## src/rtl/stfq_rank_enq.sv

```systemverilog
// Start-Time Fair Queueing enqueue front-end for the register-based PIFO.
// Stamps each descriptor with max(vtime, last_finish[flow]) and feeds the PIFO one entry at a time.
module stfq_rank_enq #(
  parameter int L2_MAX_SIZE  = 3,
  parameter int MAX_SIZE     = 2**L2_MAX_SIZE,
  parameter int RANK_WIDTH   = 8,
  parameter int META_WIDTH   = 8,
  parameter int L2_NUM_FLOWS = 2,
  parameter int LEN_WIDTH    = 8
) (
  input  logic                    clk,
  input  logic                    rst,
  input  logic                    in_valid,
  output logic                    in_ready,
  input  logic [L2_NUM_FLOWS-1:0] in_flow,
  input  logic [LEN_WIDTH-1:0]    in_len,
  input  logic [META_WIDTH-1:0]   in_meta,
  input  logic                    deq,
  input  logic [RANK_WIDTH-1:0]   deq_rank,
  output logic                    pifo_insert,
  output logic [RANK_WIDTH-1:0]   pifo_rank,
  output logic [META_WIDTH-1:0]   pifo_meta,
  output logic [L2_MAX_SIZE:0]    occupancy,
  output logic [RANK_WIDTH-1:0]   vtime,
  output logic                    deq_err
);

  localparam int NUM_FLOWS = 2**L2_NUM_FLOWS;
  localparam int SUM_WIDTH = ((RANK_WIDTH > LEN_WIDTH) ? RANK_WIDTH : LEN_WIDTH) + 1;
  // All-ones is the PIFO's empty marker, so the largest usable rank is one below it.
  localparam logic [RANK_WIDTH-1:0] RANK_MAX = {{(RANK_WIDTH-1){1'b1}}, 1'b0};
  localparam logic [L2_MAX_SIZE:0]  OCC_FULL = (L2_MAX_SIZE+1)'(MAX_SIZE);
  localparam logic [L2_MAX_SIZE:0]  OCC_ONE  = (L2_MAX_SIZE+1)'(1);

  typedef enum logic {EMPTY, STAGED} stage_t;

  stage_t                  r_state;
  stage_t                  w_state_nxt;
  logic [RANK_WIDTH-1:0]   r_vtime;
  logic [RANK_WIDTH-1:0]   r_last_finish [NUM_FLOWS];
  logic [L2_MAX_SIZE:0]    r_occ;
  logic                    r_deq_err;
  logic [RANK_WIDTH-1:0]   r_rank;
  logic [META_WIDTH-1:0]   r_meta;

  logic                    w_hs;
  logic                    w_deq_ok;
  logic                    w_deq_bad;
  logic                    w_idle;
  logic [RANK_WIDTH-1:0]   w_lf_sel;
  logic [RANK_WIDTH-1:0]   w_start;
  logic [SUM_WIDTH-1:0]    w_sum;
  logic [RANK_WIDTH-1:0]   w_finish;

  assign in_ready    = (r_state == EMPTY) && (r_occ < OCC_FULL);
  assign w_hs        = in_valid && in_ready;
  // A PIFO remove blocks the insert this cycle; the staged entry simply retries.
  assign pifo_insert = (r_state == STAGED) && !deq && !rst;

  assign w_deq_ok  = deq && (r_occ != '0);
  assign w_deq_bad = deq && (r_occ == '0);
  // Last entry leaving with nothing staged or arriving: restart virtual time from zero.
  assign w_idle    = w_deq_ok && (r_occ == OCC_ONE) && !w_hs && (r_state == EMPTY);

  assign w_lf_sel = r_last_finish[in_flow];
  assign w_start  = (r_vtime > w_lf_sel) ? r_vtime : w_lf_sel;
  assign w_sum    = SUM_WIDTH'(w_start) + SUM_WIDTH'(in_len);
  assign w_finish = (w_sum > SUM_WIDTH'(RANK_MAX)) ? RANK_MAX : w_sum[RANK_WIDTH-1:0];

  always_comb begin
    w_state_nxt = r_state;
    case (r_state)
      EMPTY:   if (w_hs) w_state_nxt = STAGED;
      STAGED:  if (!deq) w_state_nxt = EMPTY;
      default: w_state_nxt = EMPTY;
    endcase
  end

  always_ff @(posedge clk) begin
    if (rst) begin
      r_state   <= EMPTY;
      r_vtime   <= '0;
      r_occ     <= '0;
      r_deq_err <= 1'b0;
      r_rank    <= '0;
      r_meta    <= '0;
      for (int unsigned i = 0; i < NUM_FLOWS; i++) r_last_finish[i] <= '0;
    end else begin
      r_state <= w_state_nxt;

      if (w_hs) begin
        r_rank                 <= w_start;
        r_meta                 <= in_meta;
        r_last_finish[in_flow] <= w_finish;
      end

      case ({w_hs, w_deq_ok})
        2'b10:   r_occ <= r_occ + OCC_ONE;
        2'b01:   r_occ <= r_occ - OCC_ONE;
        default: r_occ <= r_occ;
      endcase

      if (w_deq_bad) r_deq_err <= 1'b1;

      if (w_idle) begin
        r_vtime <= '0;
        for (int unsigned i = 0; i < NUM_FLOWS; i++) r_last_finish[i] <= '0;
      end else if (w_deq_ok) begin
        r_vtime <= deq_rank;
      end
    end
  end

  assign pifo_rank = r_rank;
  assign pifo_meta = r_meta;
  assign occupancy = r_occ;
  assign vtime     = r_vtime;
  assign deq_err   = r_deq_err;

endmodule

```

## config.mk

```make
export PLATFORM = sky130hd
export DESIGN_NAME = stfq_rank_enq
export DESIGN_NICKNAME = d
export VERILOG_FILES = /design/src/rtl/stfq_rank_enq.sv
export SDC_FILE = /design/constraint.sdc
export NUM_CORES = 1
export LEC_CHECK = 0
export BUFFER_PORTS_ARGS = -buffer_cell sky130_fd_sc_hd__buf_2
export CAP_MARGIN = 5
export CORE_AREA = 2 2 121 123
export DETAILED_ROUTE_END_ITERATION = 8
export DIE_AREA = 0 0 123 125
export GPL_TIMING_DRIVEN = 0
export PLACE_DENSITY = 0.45
export SLEW_MARGIN = 30
export SYNTH_ARGS = -nofsm -noshare
export SYNTH_HDL_FRONTEND = slang
export SYNTH_SLANG_ARGS = --single-unit
```

## constraint.sdc

```tcl
create_clock -name clk -period 4.75 [get_ports clk]
set_input_delay 0.2375 -clock clk [delete_from_list [all_inputs] [get_ports clk]]
set_output_delay 0.2375 -clock clk [all_outputs]
set_load 0.02 [all_outputs]
```

==> summary.txt <==
Yosys
  – Synth area leader: sky130_fd_sc_hd__edfxtp_1
  – Netlist Area Pre-Place: 0.003451 mm2
  – Count of cell types in the netlist: 53
  – Fraction of post-synthesis cell area in the top cell type by area: 27.85%
  – Top post-synthesis cells by area: sky130_fd_sc_hd__edfxtp_1 (28%), sky130_fd_sc_hd__dfxtp_1 (17%), sky130_fd_sc_hd__ha_1 (7.6%)
  – Post-synth EDFFs: 32
  – Mean area per synthesized cell: approximately 10 um2
  – Total of warnings raised by yosys: 0
  – Proportion of synthesized flip-flops having asynchronous set or reset: 0%
  – Number of flip-flops and latches in the synthesized netlist: 62
  – Synth Flop Type: sky130_fd_sc_hd__edfxtp_1
  – Ranking of synthesized cells by instance count: sky130_fd_sc_hd__a21oi_1 (41), sky130_fd_sc_hd__edfxtp_1 (32), sky130_fd_sc_hd__nand2_1 (32), sky130_fd_sc_hd__nor2_1 (32), sky130_fd_sc_hd__dfxtp_1 (30)
  – Synthesized Nets: 389
  – Sequential share of the synthesized area: 45.25%
  – Most common cell in the synthesized netlist: sky130_fd_sc_hd__a21oi_1
  – Gate count of the mapped netlist: 337

Layout
  – Area of all sequential standard cells: 0.001562 mm2
  – Area of combinational cells with multiple inputs: around 0.0018 mm2
  – Total of fill cells in the finished design: 1,493
  – Number of nets in the layout: 460
  – Area Overhead vs Synth: 25.96%
  – Share of final-layout standard cells stronger than drive strength 1: between 20% and 30%
  – Number of antenna diodes: 0
  – Cell area after layout: ~0.0043 mm2
  – Number of non-filler instances in the completed layout: 597

Power and ir drop
  – Overall power after layout: 2356 uW
  – Internal power contribution: 1457 uW
  – Switching share of power: a little under two fifths
  – Sequential share of power: 29.9%
  – Share of power burned in combinational logic: 41.0%
  – Peak supply drop: 0.2049 mV
  – Total power density per cell area: about 540 mW/mm2
  – Portion of total power attributed to the clock network: 29.2%
  – Leakage: 0.001798 uW
  – Switching power: 898.8 uW

Clocking
  – Clk slew on worst S/H paths: 0.06 ns
  – Clock latency reported for the late side of the worst-skew pair: between 0.3 and 0.4 ns
  – Clock tree from TritonCTS: yes
  – Number of buffers inserted during clock tree synthesis: 9
  – CTS Sinks: 62
  – Buffer depth of the longest clock path: 2
  – CTS Hold Buffers Added: 0
  – Count of H-tree levels built during CTS: 3
  – Buffer type at the clock tree root: sky130_fd_sc_hd__clkbuf_16

Timing
  – Final setup violation count: 0
  – Highest clock frequency the design can meet: ~0.22 GHz
  – Slew of the pin with the lowest slew margin: 0.7168 ns
  – Smallest hold slack: 0.1365 ns
  – Worst Clk Skew: approximately 0.0064 ns
  – Final hold violation count: 0
  – Headroom to the max-slew limit: around half
  – Final worst-path setup slack: 0.2623 ns
  – Min Clock Period, post-route: 4.488 ns
  – Post-route fraction of the period consumed by the critical path: 94.48%
  – Number of pins with negative max-slew slack in the final report: 0

GRT
  – Total routing resource utilization after global routing: 12.90%
  – GRT overflow: 0
  – Global-route wire length before repair: 14,920 um
  – Antenna violations before repair: 0
  – Pin count of the biggest net entering global routing: 11
  – Number of global-route vias before repair: 2,802

Routing
  – Post-detailed-route wirelength per cell: approximately 16 um
  – Total Routed Length: 9497 um
  – Via count: between 2,000 and 3,000
  – DRT iter0 DRCs: 222
  – Post-route DRC: 0
  – Number of nets with antenna violations after detailed routing: 0
  – Vias per inst: roughly 4.8
  – Number of detailed-routing iterations run before antenna repair: 4

Die
  – Std-Cell Rows: 44
  – Top Ports: 61
  – Height of the die: 125 um
  – Area of the die: between 0.015 and 0.02 mm2
  – Effective utilization at floorplan: 24.30%
  – Die outline width: 123 um
  – CORE AREA: 0.01420 mm2

Critical path
  – Setup slack on the worst flop-to-flop path: 0.26 ns
  – Nature of the critical path startpoint: flop
  – Worst setup path category: flop to flop
  – Crit. End Element: flop
  – Crit path required time: approximately 4.8 ns
  – Arrival time of data at the critical path endpoint: 4.52 ns
  – Worst-path fanout max: 8

Placed design
  – Final GP Congestion: slightly below 0.8
  – Cell count after placement: between 500 and 600
  – Dpl hpwl: 7152 um
  – Worst slack at placement: -0.5815 ns
  – Number of port buffers: 59
  – Total cell area at the placement stage: 0.003976 mm2

Run status
  – Outcome: finished clean

Worst hold path
  – Worst hold path type: input port to flop

Job
  – Number of maximum-capacitance constraint violations: 0
## kinds of logic after synthesis
family                   synth area share, %
AO/OA/AOI/OAI                          17.33
AND/OR/NAND/NOR                        16.10
multiplexers                           7.832
flip-flops                             45.25
XOR/XNOR                               1.487
adder cells (fa/ha/maj)                8.194
buffers and inverters                  3.807
## final cells by class
type | count | share of cell area [%]
clock buffers | 11 | 5.354
plain buffers | 14 | 1.439
clock inverters | 5 | 1.698
flip-flops and latches | 62 | 35.92
repair buffers | 61 | 7.139
multi-input cells | 242 | 41.59
inverters | 18 | 1.554
well taps | 184 | 5.296
## worst max-delay path: stages (launching register included)
cell,delay [ns]
sky130_fd_sc_hd__edfxtp_1,0.36
sky130_fd_sc_hd__mux4_2,0.52
sky130_fd_sc_hd__inv_1,0.08
sky130_fd_sc_hd__ha_1,0.14
sky130_fd_sc_hd__nand4_1,0.20
sky130_fd_sc_hd__buf_4,0.22
sky130_fd_sc_hd__a211oi_4,0.36
sky130_fd_sc_hd__o21ai_1,0.14
sky130_fd_sc_hd__nand2_1,0.09
sky130_fd_sc_hd__ha_1,0.19
sky130_fd_sc_hd__inv_1,0.06
sky130_fd_sc_hd__fa_1,0.54
sky130_fd_sc_hd__nand3b_1,0.22
sky130_fd_sc_hd__nor4b_1,0.33
sky130_fd_sc_hd__o211ai_2,0.15
sky130_fd_sc_hd__nor4bb_4,0.43
sky130_fd_sc_hd__a2111oi_1,0.15
## final timing paths
kind / start / cells after the start / endpoint
hold reg to reg: pifo_meta[6] / 2 / pifo_meta[6]
setup / recovery: r_last_finish[3][6] / 16 / r_last_finish[1][0]
hold / removal: in_meta[1] / 3 / pifo_meta[1]
setup reg to reg: r_last_finish[3][6] / 16 / r_last_finish[1][0]
## layout by cell type (no fill, tap or decap), types with 4 or more instances in the layout
cell	count
sky130_fd_sc_hd__buf_2	61
sky130_fd_sc_hd__a21oi_1	39
sky130_fd_sc_hd__nand2_1	32
sky130_fd_sc_hd__edfxtp_1	32
sky130_fd_sc_hd__nor2_1	31
sky130_fd_sc_hd__dfxtp_1	30
sky130_fd_sc_hd__ha_1	21
sky130_fd_sc_hd__inv_1	17
sky130_fd_sc_hd__nand3_1	13
sky130_fd_sc_hd__clkbuf_1	11
sky130_fd_sc_hd__o21ai_0	10
sky130_fd_sc_hd__mux2i_1	9
sky130_fd_sc_hd__clkbuf_16	9
sky130_fd_sc_hd__mux4_2	8
sky130_fd_sc_hd__a311oi_1	8
sky130_fd_sc_hd__nor3b_1	5
sky130_fd_sc_hd__a21o_1	4
sky130_fd_sc_hd__buf_4	4
sky130_fd_sc_hd__nand2b_1	4
## flip-flops by register name (all words and copies together), names as in the netlist
register,count
deq_err,1
pifo_rank,8
pifo_meta,8
vtime,8
occupancy,4
r_last_finish,32
r_state,1
## power groups by stage
stage / logic, uW / registers (uW) / clock network, uW
after floorplan: 618 / 760 / 0
after global placement: 919 / 711 / 0
after detailed placement: 930 / 715 / 0
after CTS: 938 / 704 / 703
final: 965 / 703 / 687
after global routing: 1060 / 715 / 731
## what timing repair did
action / in CTS / in global routing
endpoints found under the setup margin: 4 / 31
pin swaps: 0 / 5
buffers inserted: 0 / 2
resized for setup: 2 / 10
## through the flow
step                      setup TNS (ns)  utilization [%]
after floorplan                        0                -
after global placement            -8.665            28.00
after detailed placement          -10.05            28.00
after CTS                              0            30.21
after global routing           -0.006496            30.60
final                                  0            30.60
## metal layers
layer / part of all wire (%) / global-route usage, % / up-vias
met5: 0 / 0 / -
met3: 3.2 / 2.783 / 11
met4: 1.5 / 4.746 / 0
met2: 51 / 22.13 / 51
met1: 44 / 15.71 / 1373
li1: - / - / 1404
No activity file was read; power rests on OpenSTA's default activity.
